**src/rtl/trachtenberg_pkg.sv**
```systemverilog
// trachtenberg_pkg
// Shared definitions for the Trachtenberg column multiplier.
//   TB_WIDTH     : default operand width in bits
//   TB_RWIDTH    : default result width (always twice the operand width)
//   tb_state_t   : handshake FSM states (IDLE accepts work, CALC finishes it)
//   carry_width  : bits needed for the inter-column carry/sum of a column
package trachtenberg_pkg;

  localparam int TB_WIDTH  = 5;
  localparam int TB_RWIDTH = 2 * TB_WIDTH;

  typedef enum logic {
    IDLE = 1'b0,
    CALC = 1'b1
  } tb_state_t;

  // A column holds at most `width` partial products plus an incoming carry
  // that never reaches `width`, so every column sum stays below 2*width.
  // One extra bit keeps the sum register comfortably wide.
  function automatic int carry_width(input int width);
    return $clog2(2 * width) + 1;
  endfunction

endpackage

```
**src/rtl/trachtenberg_column.sv**
```systemverilog
// trachtenberg_column
// One result column of the Trachtenberg multiplier: adds every AND partial
// product whose bit indices sum to this column, plus the carry from the
// column below. Pure combinational.
// Ports:
//   terms     in  WIDTH : AND partial products of this column (unused slots tied 0)
//   carry_in  in  CW    : carry from column k-1 (zero for column 0)
//   res_bit   out 1     : result bit k (sum mod 2)
//   carry_out out CW    : carry into column k+1 (sum >> 1)
module trachtenberg_column
  import trachtenberg_pkg::*;
#(
  parameter int WIDTH = TB_WIDTH,
  parameter int CW    = carry_width(TB_WIDTH)
) (
  input  logic [WIDTH-1:0] terms,
  input  logic [CW-1:0]    carry_in,
  output logic             res_bit,
  output logic [CW-1:0]    carry_out
);

  logic [CW-1:0] col_sum;

  // Population count of the partial products, seeded with the carry.
  always_comb begin
    col_sum = carry_in;
    for (int i = 0; i < WIDTH; i++) begin
      col_sum = col_sum + CW'(terms[i]);
    end
  end

  assign res_bit   = col_sum[0];
  assign carry_out = col_sum >> 1;

endmodule

```
**src/rtl/trachtenberg_multiplier.sv**
```systemverilog
// trachtenberg_multiplier
// Two-stage unsigned multiplier with a start/valid handshake. Operands are
// captured on the start edge; on the following edge the column-wise product
// is registered into ores together with a one-cycle ovalid pulse.
// Ports:
//   iclk   in  1        : clock, rising edge
//   irst   in  1        : synchronous active-high reset
//   istart in  1        : start request, honoured only while oready=1
//   ia     in  WIDTH    : multiplicand (unsigned)
//   ib     in  WIDTH    : multiplier (unsigned)
//   oready out 1        : idle, able to accept istart
//   ovalid out 1        : one-cycle pulse when ores holds a new product
//   ores   out 2*WIDTH  : registered product, held until the next result
module trachtenberg_multiplier
  import trachtenberg_pkg::*;
#(
  parameter int WIDTH = TB_WIDTH
) (
  input  logic                 iclk,
  input  logic                 irst,
  input  logic                 istart,
  input  logic [WIDTH-1:0]     ia,
  input  logic [WIDTH-1:0]     ib,
  output logic                 oready,
  output logic                 ovalid,
  output logic [2*WIDTH-1:0]   ores
);

  localparam int RWIDTH = 2 * WIDTH;
  localparam int CW     = carry_width(WIDTH);

  tb_state_t         state;
  tb_state_t         state_next;
  logic [WIDTH-1:0]  ra;
  logic [WIDTH-1:0]  rb;
  logic [RWIDTH-1:0] col_prod;
  logic [CW-1:0]     unused_final_carry;

  // State register.
  always_ff @(posedge iclk) begin
    if (irst) begin
      state <= IDLE;
    end else begin
      state <= state_next;
    end
  end

  // Next state: CALC always lasts exactly one cycle, so a start arriving on
  // the completing edge is dropped rather than queued.
  always_comb begin
    state_next = state;
    case (state)
      IDLE:    if (istart) state_next = CALC;
      CALC:    state_next = IDLE;
      default: state_next = IDLE;
    endcase
  end

  // Output decode.
  always_comb begin
    oready = (state == IDLE);
  end

  // Operand capture; later ia/ib changes cannot disturb the in-flight product.
  always_ff @(posedge iclk) begin
    if (irst) begin
      ra <= '0;
      rb <= '0;
    end else if (state == IDLE && istart) begin
      ra <= ia;
      rb <= ib;
    end
  end

  // Result register; reset during CALC aborts the operation with no pulse.
  always_ff @(posedge iclk) begin
    if (irst) begin
      ores   <= '0;
      ovalid <= 1'b0;
    end else if (state == CALC) begin
      ores   <= col_prod;
      ovalid <= 1'b1;
    end else begin
      ovalid <= 1'b0;
    end
  end

  // Column array: column k gathers ra[i]&rb[k-i] for every valid i and
  // ripples its carry upward. The carry out of the top column is always
  // zero because the full product fits in RWIDTH bits.
  for (genvar k = 0; k < RWIDTH; k++) begin : g_col
    logic [WIDTH-1:0] terms;
    logic [CW-1:0]    cin;
    logic [CW-1:0]    cout;

    for (genvar i = 0; i < WIDTH; i++) begin : g_term
      localparam int J = k - i;
      if (J >= 0 && J < WIDTH) begin : g_and
        assign terms[i] = ra[i] & rb[J];
      end else begin : g_zero
        assign terms[i] = 1'b0;
      end
    end

    if (k == 0) begin : g_first
      assign cin = '0;
    end else begin : g_chain
      assign cin = g_col[k-1].cout;
    end

    trachtenberg_column #(
      .WIDTH (WIDTH),
      .CW    (CW)
    ) u_column (
      .terms     (terms),
      .carry_in  (cin),
      .res_bit   (col_prod[k]),
      .carry_out (cout)
    );
  end

  assign unused_final_carry = g_col[RWIDTH-1].cout;

endmodule

```
**config.mk**
```make
export PLATFORM = sky130hd
export DESIGN_NAME = trachtenberg_multiplier
export DESIGN_NICKNAME = d
export VERILOG_FILES = /design/src/rtl/trachtenberg_pkg.sv /design/src/rtl/trachtenberg_column.sv /design/src/rtl/trachtenberg_multiplier.sv
export SDC_FILE = /design/constraint.sdc
export NUM_CORES = 1
export LEC_CHECK = 0
export CAP_MARGIN = 20
export CORE_MARGIN = 2
export CORE_UTILIZATION = 49
export CTS_BUF_LIST = sky130_fd_sc_hd__clkbuf_8
export DETAILED_ROUTE_END_ITERATION = 8
export GPL_TIMING_DRIVEN = 0
export PLACE_DENSITY_LB_ADDON = 0.08
export SYNTH_ARGS = -nofsm -noshare
export SYNTH_HDL_FRONTEND = slang
export SYNTH_SLANG_ARGS = --single-unit
```
**constraint.sdc**
```tcl
create_clock -name iclk -period 6.7 [get_ports iclk]
set_input_delay 1.005 -clock iclk [delete_from_list [all_inputs] [get_ports iclk]]
set_output_delay 1.005 -clock iclk [all_outputs]
set_load 0.1 [all_outputs]
```
==> flow_summary.ini <==
[floorplan]
dieArea_mm2 = 0.00333
core_area_mm2 = 0.00276
die_y_um = 57.7
start_util = 0.512
ios = 25
num_rows = 19
dieWidth_um = 57.7

[final_layout]
layout_common_cells = nand2_1 (36), clkdlybuf4s50_1 (24), dfxtp_1 (18)
fillers = 224
drive_above_1_share = 0.205
instances_no_fill = 221
area_delta_synth_final_pct = 34.5
final_nets = 228
stdcell_area_mm2 = 0.00190
diodes = 0
layout_commonest_cell = nand2_1

[synthesis]
syn_nets = 193
synthTopCellsByArea = dfxtp_1 (31%), fa_1 (18%), ha_1 (9.8%), nand2_1 (9.6%), and2_1 (4.9%)
syn_area_per_cell_um2 = 9.05
synth_compound_area_frac = 0.0878
ys_ff_latch = 22
netlist_area_mm2 = 0.00141
synth_cells = 156
synth_fa_ha_area_frac = 0.282
synth_top_area_share = 0.312
synthXorXnorAreaFrac = 0.0310
ys_seq_area_frac = 0.312
synth_top_family_by_area = adder cells
yosysTopAreaCell = dfxtp_1
synthSimpleGateAreaFrac = 0.191
post_synth_mux_area_share = 0.0355
synth.distinct_cells = 22
ys_warn_count = 0

[critical_path]
cpMaxStageDelayCell = fa_1
path_common_cell = fa_1
start_kind = flip-flop
cp-end-kind = flip-flop
worstPathRequired_ps = 6870
path_delay_family = adder cells
cp_data_arrival_time_ps = 7210
worstPathMaxFanout = 2
cpPeakStageDelay_ps = 550
cp_num_buf_inv = 6
path_class = flip-flop to flip-flop

[sta]
fmax_mhz = 142
fin_crit_sh = 1.05
fin_skew_ps = 3.11
drv_slew = 0
worst_pin_slew_ps = 975
holdWs_ps = 475
final-setup-viol-count = 2
rsz0062_at_grt = yes
maxSlewHeadroom = 0.348
min_period_ps = 7040
timing.setup.tns_ps = -450
layout_setup_ws_ps = -340
finalHoldViolations = 0

[global_route]
overflow = 0
grt_pass1_wl_um = 5460
grt_max_degree = 13
grtUsageTotal = 0.217
grt_pass1_vias = 1200
antenna_found_initial = 0

[routing]
via_count = 1149
drtIter0Drc = 23
postRouteAntennaNets = 0
vias_per_cell = 5.20
dr.pass1.iters = 4
drt_wl_total_um = 3120
drc = 0
routedWlPerCell_um = 14.1

[power_and_ir_drop]
ir_worst_vdd_uv = 153
power.density_mw_per_mm2 = 154
power.leakage_uw = 0.000779

[clock_network]
cts.clk_slew.worst_paths_ps = 80
cts.path.max_buffers = 2
cts_tree = yes
root_buffer = clkbuf_8
cts_made_buffers = 3
clock-sinks = 22
cts_hold_buf = 0
clk_latency_ps = 270
cts_max_level = 1

[status]
status = finished with violations
violations = setup timing

[run]
drv_cap = 0

[placement]
place.gp.congestion = 0.832
place_hpwl_um = 2270
post_dp_cell_area_mm2 = 0.00178
dp.cells = 211
port_buffers = 24

[worst_hold_path]
hp-class = flip-flop to flip-flop
[registers in the layout, indices dropped and copies added (netlist names)]
signal,count
state,1
ores,10
ra,5
ovalid,1
rb,5
[cell families (layout without fill, tap and decap cells)]
| family | Yosys count | after routing |
|---|---|---|
| AO/OA/AOI/OAI | 19 | 19 |
| AND/OR/NAND/NOR | 61 | 61 |
| flip-flops | 22 | 22 |
| buffers and inverters | 20 | 54 |
| XOR/XNOR | 5 | 5 |
| multiplexers | 5 | 5 |
| adder cells (fa/ha/maj) | 24 | 24 |
[worst paths after layout]
check,from,end,slack [ps],cells after the start
hold reg to reg,ores[0],ores[0],480,2
setup reg to reg,ra[1],ores[9],-340,27
setup / recovery,ra[1],ores[9],-340,27
hold / removal,ores[0],ores[0],480,2
[synthesized netlist by cell type, drive strengths merged]
| library cell | number |
|---|---|
| dfxtp | 22 |
| nor2 | 11 |
| a211oi | 3 |
| nor2b | 2 |
| mux2i | 5 |
| a21oi | 11 |
| xor2 | 4 |
| o2111ai | 1 |
| and2 | 11 |
| buf | 4 |
| inv | 14 |
| a22o | 1 |
| xnor2 | 1 |
| a21o | 2 |
| clkbuf | 2 |
| o211ai | 1 |
| nand2 | 36 |
| nand3 | 1 |
| ha | 11 |
| fa | 13 |
[final cells by class]
type	count	area (um2)	area share
clock buffers	4	55.1	0.0290
plain buffers	6	32.5	0.0171
inverters	14	52.6	0.0277
repair buffers	30	285	0.150
flip-flops and latches	22	453	0.239
well taps	31	38.8	0.0204
multi-input cells	114	981	0.517
[routing by layer]
layer	vias to the layer above	share of wire	track usage
met1	555	0.46	0.284
met2	26	0.49	0.375
met5	-	0	0
li1	563	-	-
met3	5	0.029	0.0357
met4	0	0.012	0.0565
[where the power goes]
group | internal [uW] | switching [uW] | leakage, uW
Combinational | 19.5 | 32.6 | 0.000568
Clock | 52.5 | 47.3 | 0.0000288
Sequential | 136 | 5.30 | 0.000182
Total | 208 | 85.2 | 0.000779
[per-stage QoR]
| stage | worst slack [ps] | util | power (uW) |
|---|---|---|---|
| finish | -340 | 0.688 | 293 |
| global route | -559 | 0.688 | 302 |
| CTS | -380 | 0.681 | 294 |
| detailed placement | -505 | 0.644 | 195 |
| global placement | -486 | 0.644 | 194 |
| floorplan | -232 | - | 177 |
[timing repair]
action,in CTS,in global routing
endpoints found under the setup margin,2,3
gates cloned,0,0
buffers inserted,5,1
pin swaps,14,8
resized for setup,4,2
[worst min-delay path, stage by stage (launching register included)]
cell,delay [ps]
dfxtp_1,320
nand2_1,60
a21oi_1,60
No activity file was read; power rests on OpenSTA's default activity.
